===== src/rtl/wb_pkg.sv =====
// wb_pkg: shared widths and requester encoding for the writeback arbiter
package wb_pkg;
    localparam int WORD_WIDTH_DEF     = 16;
    localparam int IDX_WIDTH_DEF      = 4;
    localparam int CONFLICT_CNT_WIDTH = 8;
    typedef enum logic {
        REQ_ALU = 1'b0,
        REQ_MEM = 1'b1
    } req_id_e;
endpackage


===== src/rtl/wb_scoreboard.sv =====
// wb_scoreboard: per-register pending-write bitmap; a claim sets a bit, a grant clears it, set wins
module wb_scoreboard #(
    parameter int IDX_WIDTH = 4,
    parameter int NUM_REGS  = 1 << IDX_WIDTH
) (
    input  logic                 clock,
    input  logic                 reset_n,
    input  logic                 i_claim,
    input  logic [IDX_WIDTH-1:0] i_claim_idx,
    input  logic                 i_clear,
    input  logic [IDX_WIDTH-1:0] i_clear_idx,
    output logic [NUM_REGS-1:0]  o_busy
);
    logic [NUM_REGS-1:0] r_busy;
    logic [NUM_REGS-1:0] w_set;
    logic [NUM_REGS-1:0] w_clr;
    assign w_set  = i_claim ? (NUM_REGS'(1) << i_claim_idx) : '0;
    assign w_clr  = i_clear ? (NUM_REGS'(1) << i_clear_idx) : '0;
    assign o_busy = r_busy;
    // clear the granted register, then apply the claim so a new producer stays pending
    always_ff @(posedge clock or negedge reset_n) begin
        if (!reset_n) r_busy <= '0;
        else          r_busy <= (r_busy & ~w_clr) | w_set;
    end
endmodule


===== src/rtl/wb_arbiter.sv =====
// wb_arbiter: two-requester regfile writeback arbiter with scoreboard; define WB_RR_ARB_EN for round-robin, else MEM has fixed priority
module wb_arbiter
    import wb_pkg::*;
#(
    parameter int WORD_WIDTH = WORD_WIDTH_DEF,
    parameter int IDX_WIDTH  = IDX_WIDTH_DEF,
    parameter int NUM_REGS   = 1 << IDX_WIDTH
) (
    input  logic                          clock,
    input  logic                          reset_n,
    input  logic                          in_alu_valid,
    input  logic [IDX_WIDTH-1:0]          in_alu_idx,
    input  logic [WORD_WIDTH-1:0]         in_alu_data,
    output logic                          out_alu_ready,
    input  logic                          in_mem_valid,
    input  logic [IDX_WIDTH-1:0]          in_mem_idx,
    input  logic [WORD_WIDTH-1:0]         in_mem_data,
    output logic                          out_mem_ready,
    input  logic                          in_claim,
    input  logic [IDX_WIDTH-1:0]          in_claim_idx,
    output logic [NUM_REGS-1:0]           out_busy,
    output logic                          out_write,
    output logic [IDX_WIDTH-1:0]          out_dst_idx,
    output logic [WORD_WIDTH-1:0]         out_dst,
    output logic [CONFLICT_CNT_WIDTH-1:0] out_conflict_cnt
);
    logic                          w_both;
    logic                          w_mem_win;
    logic                          w_grant;
    logic [IDX_WIDTH-1:0]          w_gidx;
    logic [WORD_WIDTH-1:0]         w_gdata;
    logic                          r_write;
    logic [IDX_WIDTH-1:0]          r_dst_idx;
    logic [WORD_WIDTH-1:0]         r_dst;
    logic [CONFLICT_CNT_WIDTH-1:0] r_cnt;
    assign w_both = in_alu_valid & in_mem_valid;
`ifdef WB_RR_ARB_EN
    req_id_e r_last;
    assign w_mem_win = w_both ? (r_last == REQ_ALU) : in_mem_valid;
    // remember the winner of the last contended cycle; reset value makes ALU win first
    always_ff @(posedge clock or negedge reset_n) begin
        if (!reset_n)    r_last <= REQ_MEM;
        else if (w_both) r_last <= w_mem_win ? REQ_MEM : REQ_ALU;
    end
`else
    assign w_mem_win = in_mem_valid;
`endif
    assign w_grant       = in_mem_valid | in_alu_valid;
    assign w_gidx        = w_mem_win ? in_mem_idx : in_alu_idx;
    assign w_gdata       = w_mem_win ? in_mem_data : in_alu_data;
    assign out_mem_ready = reset_n & w_mem_win;
    assign out_alu_ready = reset_n & in_alu_valid & ~w_mem_win;
    assign out_write        = r_write;
    assign out_dst_idx      = r_dst_idx;
    assign out_dst          = r_dst;
    assign out_conflict_cnt = r_cnt;
    // register the granted write; idx/data hold through idle cycles
    always_ff @(posedge clock or negedge reset_n) begin
        if (!reset_n) begin
            r_write   <= 1'b0;
            r_dst_idx <= '0;
            r_dst     <= '0;
        end else begin
            r_write <= w_grant;
            if (w_grant) begin
                r_dst_idx <= w_gidx;
                r_dst     <= w_gdata;
            end
        end
    end
    // count contention cycles, sticking at the maximum
    always_ff @(posedge clock or negedge reset_n) begin
        if (!reset_n)                r_cnt <= '0;
        else if (w_both && r_cnt != '1) r_cnt <= r_cnt + 1'b1;
    end
    wb_scoreboard #(.IDX_WIDTH(IDX_WIDTH), .NUM_REGS(NUM_REGS)) u_sb (
        .clock       (clock),
        .reset_n     (reset_n),
        .i_claim     (in_claim),
        .i_claim_idx (in_claim_idx),
        .i_clear     (w_grant),
        .i_clear_idx (w_gidx),
        .o_busy      (out_busy)
    );
endmodule


===== config.mk =====
export PLATFORM = sky130hd
export DESIGN_NAME = wb_arbiter
export DESIGN_NICKNAME = d
export VERILOG_FILES = /design/src/rtl/wb_pkg.sv /design/src/rtl/wb_scoreboard.sv /design/src/rtl/wb_arbiter.sv
export SDC_FILE = /design/constraint.sdc
export NUM_CORES = 1
export LEC_CHECK = 0
export BUFFER_PORTS_ARGS = -buffer_cell sky130_fd_sc_hd__clkbuf_2
export CAP_MARGIN = 20
export CORE_ASPECT_RATIO = 0.6
export CORE_UTILIZATION = 48
export DETAILED_ROUTE_END_ITERATION = 10
export PLACE_DENSITY = 0.85
export REMOVE_ABC_BUFFERS = 1
export SLEW_MARGIN = 20
export SYNTH_ARGS = -nofsm -noshare
export SYNTH_HDL_FRONTEND = slang
export SYNTH_SLANG_ARGS = --single-unit
export TNS_END_PERCENT = 5

===== constraint.sdc =====
create_clock -name clock -period 1.5 [get_ports clock]
set_input_delay 0.3 -clock clock [delete_from_list [all_inputs] [get_ports clock]]
set_output_delay 0.3 -clock clock [all_outputs]
set_load 0.02 [all_outputs]

### Yosys cells after proc, flatten, opt, wreduce, memory -nomap -nowiden

Index checks and enable logic that the tools add are counted.

* add/sub/neg operators: 1
* eq/ne operators: 1
* shifts and indexed selects: 2
* muxes and demuxes: 4
* bitwise gates (word level): 9
* reductions and logical operators: 1

Operators with widths (number)
* two-way mux 16 bit: 3
* << shifter 1 x 4 -> 16 bit (first input constant): 2
* AND 16 bit: 1
* NOT 16 bit: 1
* OR 16 bit: 1
* adder 8 x 1 -> 8 bit (second input constant): 1
* != test 8 bit (second input constant): 1
* AND 1 bit: 4
* two-way mux 4 bit: 1
* logical AND 1 bit: 1
* NOT 1 bit: 1
* OR 1 bit: 1

* flip-flop bits (word level): 45
* input bits: 49
* output and inout bits: 47
* word-level logic and storage cells: 23

### Longest topological paths before layout

* word-level depth: 6
* depth in mapped cells: 5
* depth with buffers taken out: 4

### By module

A second synthesis with hierarchy kept.

* cells, all modules: 188
* area total of the unflattened synthesis: 2048.2 um^2

By module, submodules not included
* wb_arbiter: instances 1, cells an instance 124, area an instance 1382.6 um^2, sequential area each 725.7 um^2
* wb_scoreboard: instances 1, cells an instance 64, area an instance 665.6 um^2, sequential area each 400.4 um^2

### Least setup slack after synthesis

OpenSTA, ideal clock, no wires.

* path kind: register to register
* start point: reg r_cnt[0], in the netlist out_conflict_cnt[0]
* end point: reg r_cnt[1], in the netlist out_conflict_cnt[1]
* library setup time: 0.125 ns
* arrival: 1.445 ns
* required time: 1.375 ns
* setup slack: -0.070 ns
* stages on the path, launching flop included: 5
* path buffers: 0
* period minus slack after synthesis: 1.570 ns
* cells stage by stage: dfrtp_1 > ha_1 > nand3_1 > o211ai_1 > mux2_2

* cells in the longest elaborated chain, start to end: 2
* elaborated cells on any way between the ends: 3
* classes of those cells: 1 x add/sub; 1 x eq/ne; 1 x reduce/logical

RTL lines
* from (decl): RTL line wb_arbiter.sv:35 `logic [CONFLICT_CNT_WIDTH-1:0] r_cnt;`
* from (signal assigned): RTL line wb_arbiter.sv:74 `else if (w_both && r_cnt != '1) r_cnt <= r_cnt + 1'b1;`
* branches (longest 2 deep; another with adder 8 x 1 -> 8 bit)

Several ways; the timed one is not identified.
A chain may end at the register's enable or synchronous reset.

### Worst setup path after layout

* start point: reg r_cnt[1], in the netlist out_conflict_cnt[1]
* end point: reg r_cnt[1], in the netlist out_conflict_cnt[1]

The elaborated chain is that of the path after synthesis.

==> flow_metrics.tcl <==
set metrics [dict create \
    run_status "complete, no violations" \
    final.fill_count 398 \
    rsz0062_at_grt "false" \
    worstReg2RegEnd "out_conflict_cnt[1]$_DFFE_PN0P_" \
    netlist_top_cells_area "sky130_fd_sc_hd__dfrtp_1 48%, sky130_fd_sc_hd__mux2i_1 8.6%, sky130_fd_sc_hd__o21ai_0 4.3%" \
    drt_iter0_markers 109 \
    path_class "flop to flop" \
    vias_per_cell 5.46 \
    clock_sinks 45 \
    route.vias.total 2205 \
    total_leakage_power_nw 1.56 \
    ys_seq_elements 45 \
    htreeDepth 2 \
    reg2reg_slack_ns 0.14 \
    tritoncts_clock_tree "yes" \
    synth-compound-area-share_pct 18.4 \
    slew_viol_final 0 \
    dr_wl_cell_um 14.9 \
    drt-pass1-iter-count 4 \
    yosys.area_share.simple_pct 16.8 \
    fp.dieArea_um2 5130 \
    ys_types 46 \
    relative_area_change_from_synthesis_to_final_layout_pct 32.8 \
    worstPathCellList "ha_1 -> nand3_1 -> o211ai_1 -> mux2_2" \
    placementRows 19 \
    wl_um 6020 \
    grt_pass1_wl_um 9830 \
    critical_path.reg2reg.startpoint "out_conflict_cnt[1]$_DFFE_PN0P_" \
    yosysWarnings 0 \
    synth_top_cells_by_count "45 x sky130_fd_sc_hd__dfrtp_1, 25 x sky130_fd_sc_hd__nand2_1, 20 x sky130_fd_sc_hd__mux2i_1, 20 x sky130_fd_sc_hd__o21ai_0, 13 x sky130_fd_sc_hd__inv_1" \
    asyncSetResetFlopFracSynth_pct 100 \
    fraction_of_final_layout_cells_with_drive_strength_greater_than_1_pct 38.1 \
    placement.io_buffers 95 \
    crit_arrival_ns 1.54 \
    min_period_ns 1.36 \
    nets 390 \
    finalHoldViolCount 0 \
    ctsLongestPathBuffers 2 \
    endpoint_class_of_the_critical_path "flop" \
    dominantRegCellSynth "sky130_fd_sc_hd__dfrtp_1" \
    final_min_period_over_clock_period_pct 91.0 \
    cts.clk_slew.worst_paths_ns 0.08 \
    globalRouteTotalUtil_pct 24.6 \
    fp.dieW_um 91.8 \
    drv_cap 0 \
    worst_ir_drop_vdd_uv 716 \
    synthesis.instances 226 \
    finClkSkew_ns 0.00548 \
    finalSetupViolCount 0 \
    largest_family_of_logic_cells_by_synthesized_area "compound AO/OA/AOI/OAI gates" \
    post-synth-top-area-cell "sky130_fd_sc_hd__dfrtp_1" \
    antenna_viol_nets_final 0 \
    layout_setup_ws_ns 0.135 \
    crit_path_max_incr_delay_ns 0.38 \
    cts_resized 0 \
    power_density_nw_per_um2 1170 \
    post-place-ws_ns -0.0346 \
    worst-path-max-fanout 4 \
    startpoint_types "flop" \
    synthDominantCellAreaShare_pct 48.4 \
    grt_antenna_before_repair 0 \
    drc_violation_count_after_routing 0 \
    slowest_stage "sky130_fd_sc_hd__dfrtp_1" \
    path_delay_family "flip-flops" \
    clock-root-buffer "sky130_fd_sc_hd__clkbuf_8" \
    first_global_vias 2108 \
    critPathRequiredTime_ns 1.68 \
    floorplan.initialDensity_pct 50.4 \
    worst-r2r-cell-count 4 \
    timing.setup.tns_ns 0 \
    numCtsBuffers 5 \
    core_area_um2 4610 \
    max_slew_margin_pct 68.5 \
    synth-adder-area-share_pct 0.538 \
    netlist_area_um2 2320 \
    detailedPlacementHpwl_um 4730 \
    post-synth-top-count-cell "sky130_fd_sc_hd__dfrtp_1" \
    sequential_share_of_the_synthesized_area_pct 48.4 \
    hold_ws_ns 0.0256 \
    design.portCount 96 \
    max_slew.worst_pin.slew_ns 0.472 \
    diodes 0 \
    grt_start_max_net_pins 30 \
    chipHeight_um 55.9 \
    synth.avg_cell_area_um2 10.3 \
    bufs_and_invs_on_worst_path 0 \
    synth_xor_xnor_area_share_pct 0.753 \
    worstSkewPairLatency_ns 0.29 \
    muxShareOfSynthArea_pct 9.58 \
    synth_enable_flop_cells 0 \
    min_path_type "input port to async pin" \
    grt_overflow_total 0 \
    gp_routability_congestion 0.831 \
    timing.fmax_mhz 733 \
]
-- worst reg2reg max path, stage by stage (launching register included) --
cell and delay [ns]:
sky130_fd_sc_hd__dfrtp_1 0.38, sky130_fd_sc_hd__ha_1 0.17, sky130_fd_sc_hd__nand3_1 0.10, sky130_fd_sc_hd__o211ai_1 0.24, sky130_fd_sc_hd__mux2_2 0.36
-- stage by stage --
step / util, % / cell area (um^2) / total power (W) / instances
3_5_place_dp: 65.0 / 3000 / 0.00293 / 395
5_1_grt: 66.9 / 3090 / 0.00384 / 404
6_report: 66.9 / 3090 / 0.00362 / 404
3_3_place_gp: 65.0 / 3000 / 0.00288 / 395
4_1_cts: 66.9 / 3090 / 0.00364 / 404
2_1_floorplan: - / 2250 / 0.00230 / 211
-- sequential cells by signal, summed over array words and instances (netlist names) --
| signal | count |
|---|---|
| out_conflict_cnt | 8 |
| out_dst | 16 |
| out_dst_idx | 4 |
| out_write | 1 |
| u_sb.o_busy | 16 |
-- power by group --
group / internal [W] / switching (W)
sequential: 0.00145 / 0.000162
clock: 0.000332 / 0.000387
combinational: 0.000523 / 0.000763
-- kinds of logic after synthesis --
| kind of cell | count (synthesis) |
|---|---|
| adder cells (fa/ha/maj) | 1 |
| buffers and inverters | 28 |
| multiplexers | 22 |
| AND/OR/NAND/NOR | 65 |
| XOR/XNOR | 2 |
| AO/OA/AOI/OAI | 63 |
| flip-flops | 45 |
-- layer usage --
metal | vias to the layer above | GRT usage (%) | part of all wire [%]
met4 | 0 | 7.37 | 1.1
met1 | 1036 | 35.8 | 46
li1 | 1067 | - | -
met3 | 6 | 5.60 | 8.3
met2 | 96 | 36.7 | 44
met5 | - | 0 | 0
-- cells in the final DEF, fill, tap and decap left out, types with 4 or more instances in the layout --
master	instances
sky130_fd_sc_hd__a32o_1	4
sky130_fd_sc_hd__o21ai_0	20
sky130_fd_sc_hd__clkbuf_2	95
sky130_fd_sc_hd__a22oi_1	9
sky130_fd_sc_hd__nand3b_1	9
sky130_fd_sc_hd__clkbuf_8	5
sky130_fd_sc_hd__buf_4	26
sky130_fd_sc_hd__mux2i_1	20
sky130_fd_sc_hd__dfrtp_1	45
sky130_fd_sc_hd__o22ai_1	10
sky130_fd_sc_hd__inv_1	13
sky130_fd_sc_hd__nand2_1	25
sky130_fd_sc_hd__nand3_1	5
-- how the worst max path moves through the flow --
stage | cells past startpoint | startpoint | to | slack, ns
after floorplan | 4 | out_conflict_cnt[0]$_DFFE_PN0P_ | out_conflict_cnt[1]$_DFFE_PN0P_ | -0.07
after global placement | 4 | in_mem_valid | u_sb.o_busy[1]$_DFF_PN0_ | 0.02
after detailed placement | 6 | in_mem_valid | u_sb.o_busy[7]$_DFF_PN0_ | -0.03
after CTS | 4 | out_conflict_cnt[1]$_DFFE_PN0P_ | out_conflict_cnt[1]$_DFFE_PN0P_ | 0.13
after global routing | 4 | out_conflict_cnt[1]$_DFFE_PN0P_ | out_conflict_cnt[1]$_DFFE_PN0P_ | 0.04
final | 4 | out_conflict_cnt[1]$_DFFE_PN0P_ | out_conflict_cnt[1]$_DFFE_PN0P_ | 0.14
-- repair_timing --
item                       CTS  global route
setup endpoints to repair    0             0
buffers inserted             0             0
hold endpoints to repair     1             0
hold buffers                 1             0
-- cell type report --
| cell class | count | area [um^2] | area share, % |
|---|---|---|---|
| clock buffers | 8 | 80.1 | 2.59 |
| inverters | 13 | 48.8 | 1.58 |
| multi-input cells | 153 | 1070 | 34.7 |
| flip-flops and latches | 45 | 1130 | 36.5 |
| well taps | 63 | 78.8 | 2.55 |
| repair buffers | 122 | 681 | 22.1 |
No activity file was read; power rests on OpenSTA's default activity.
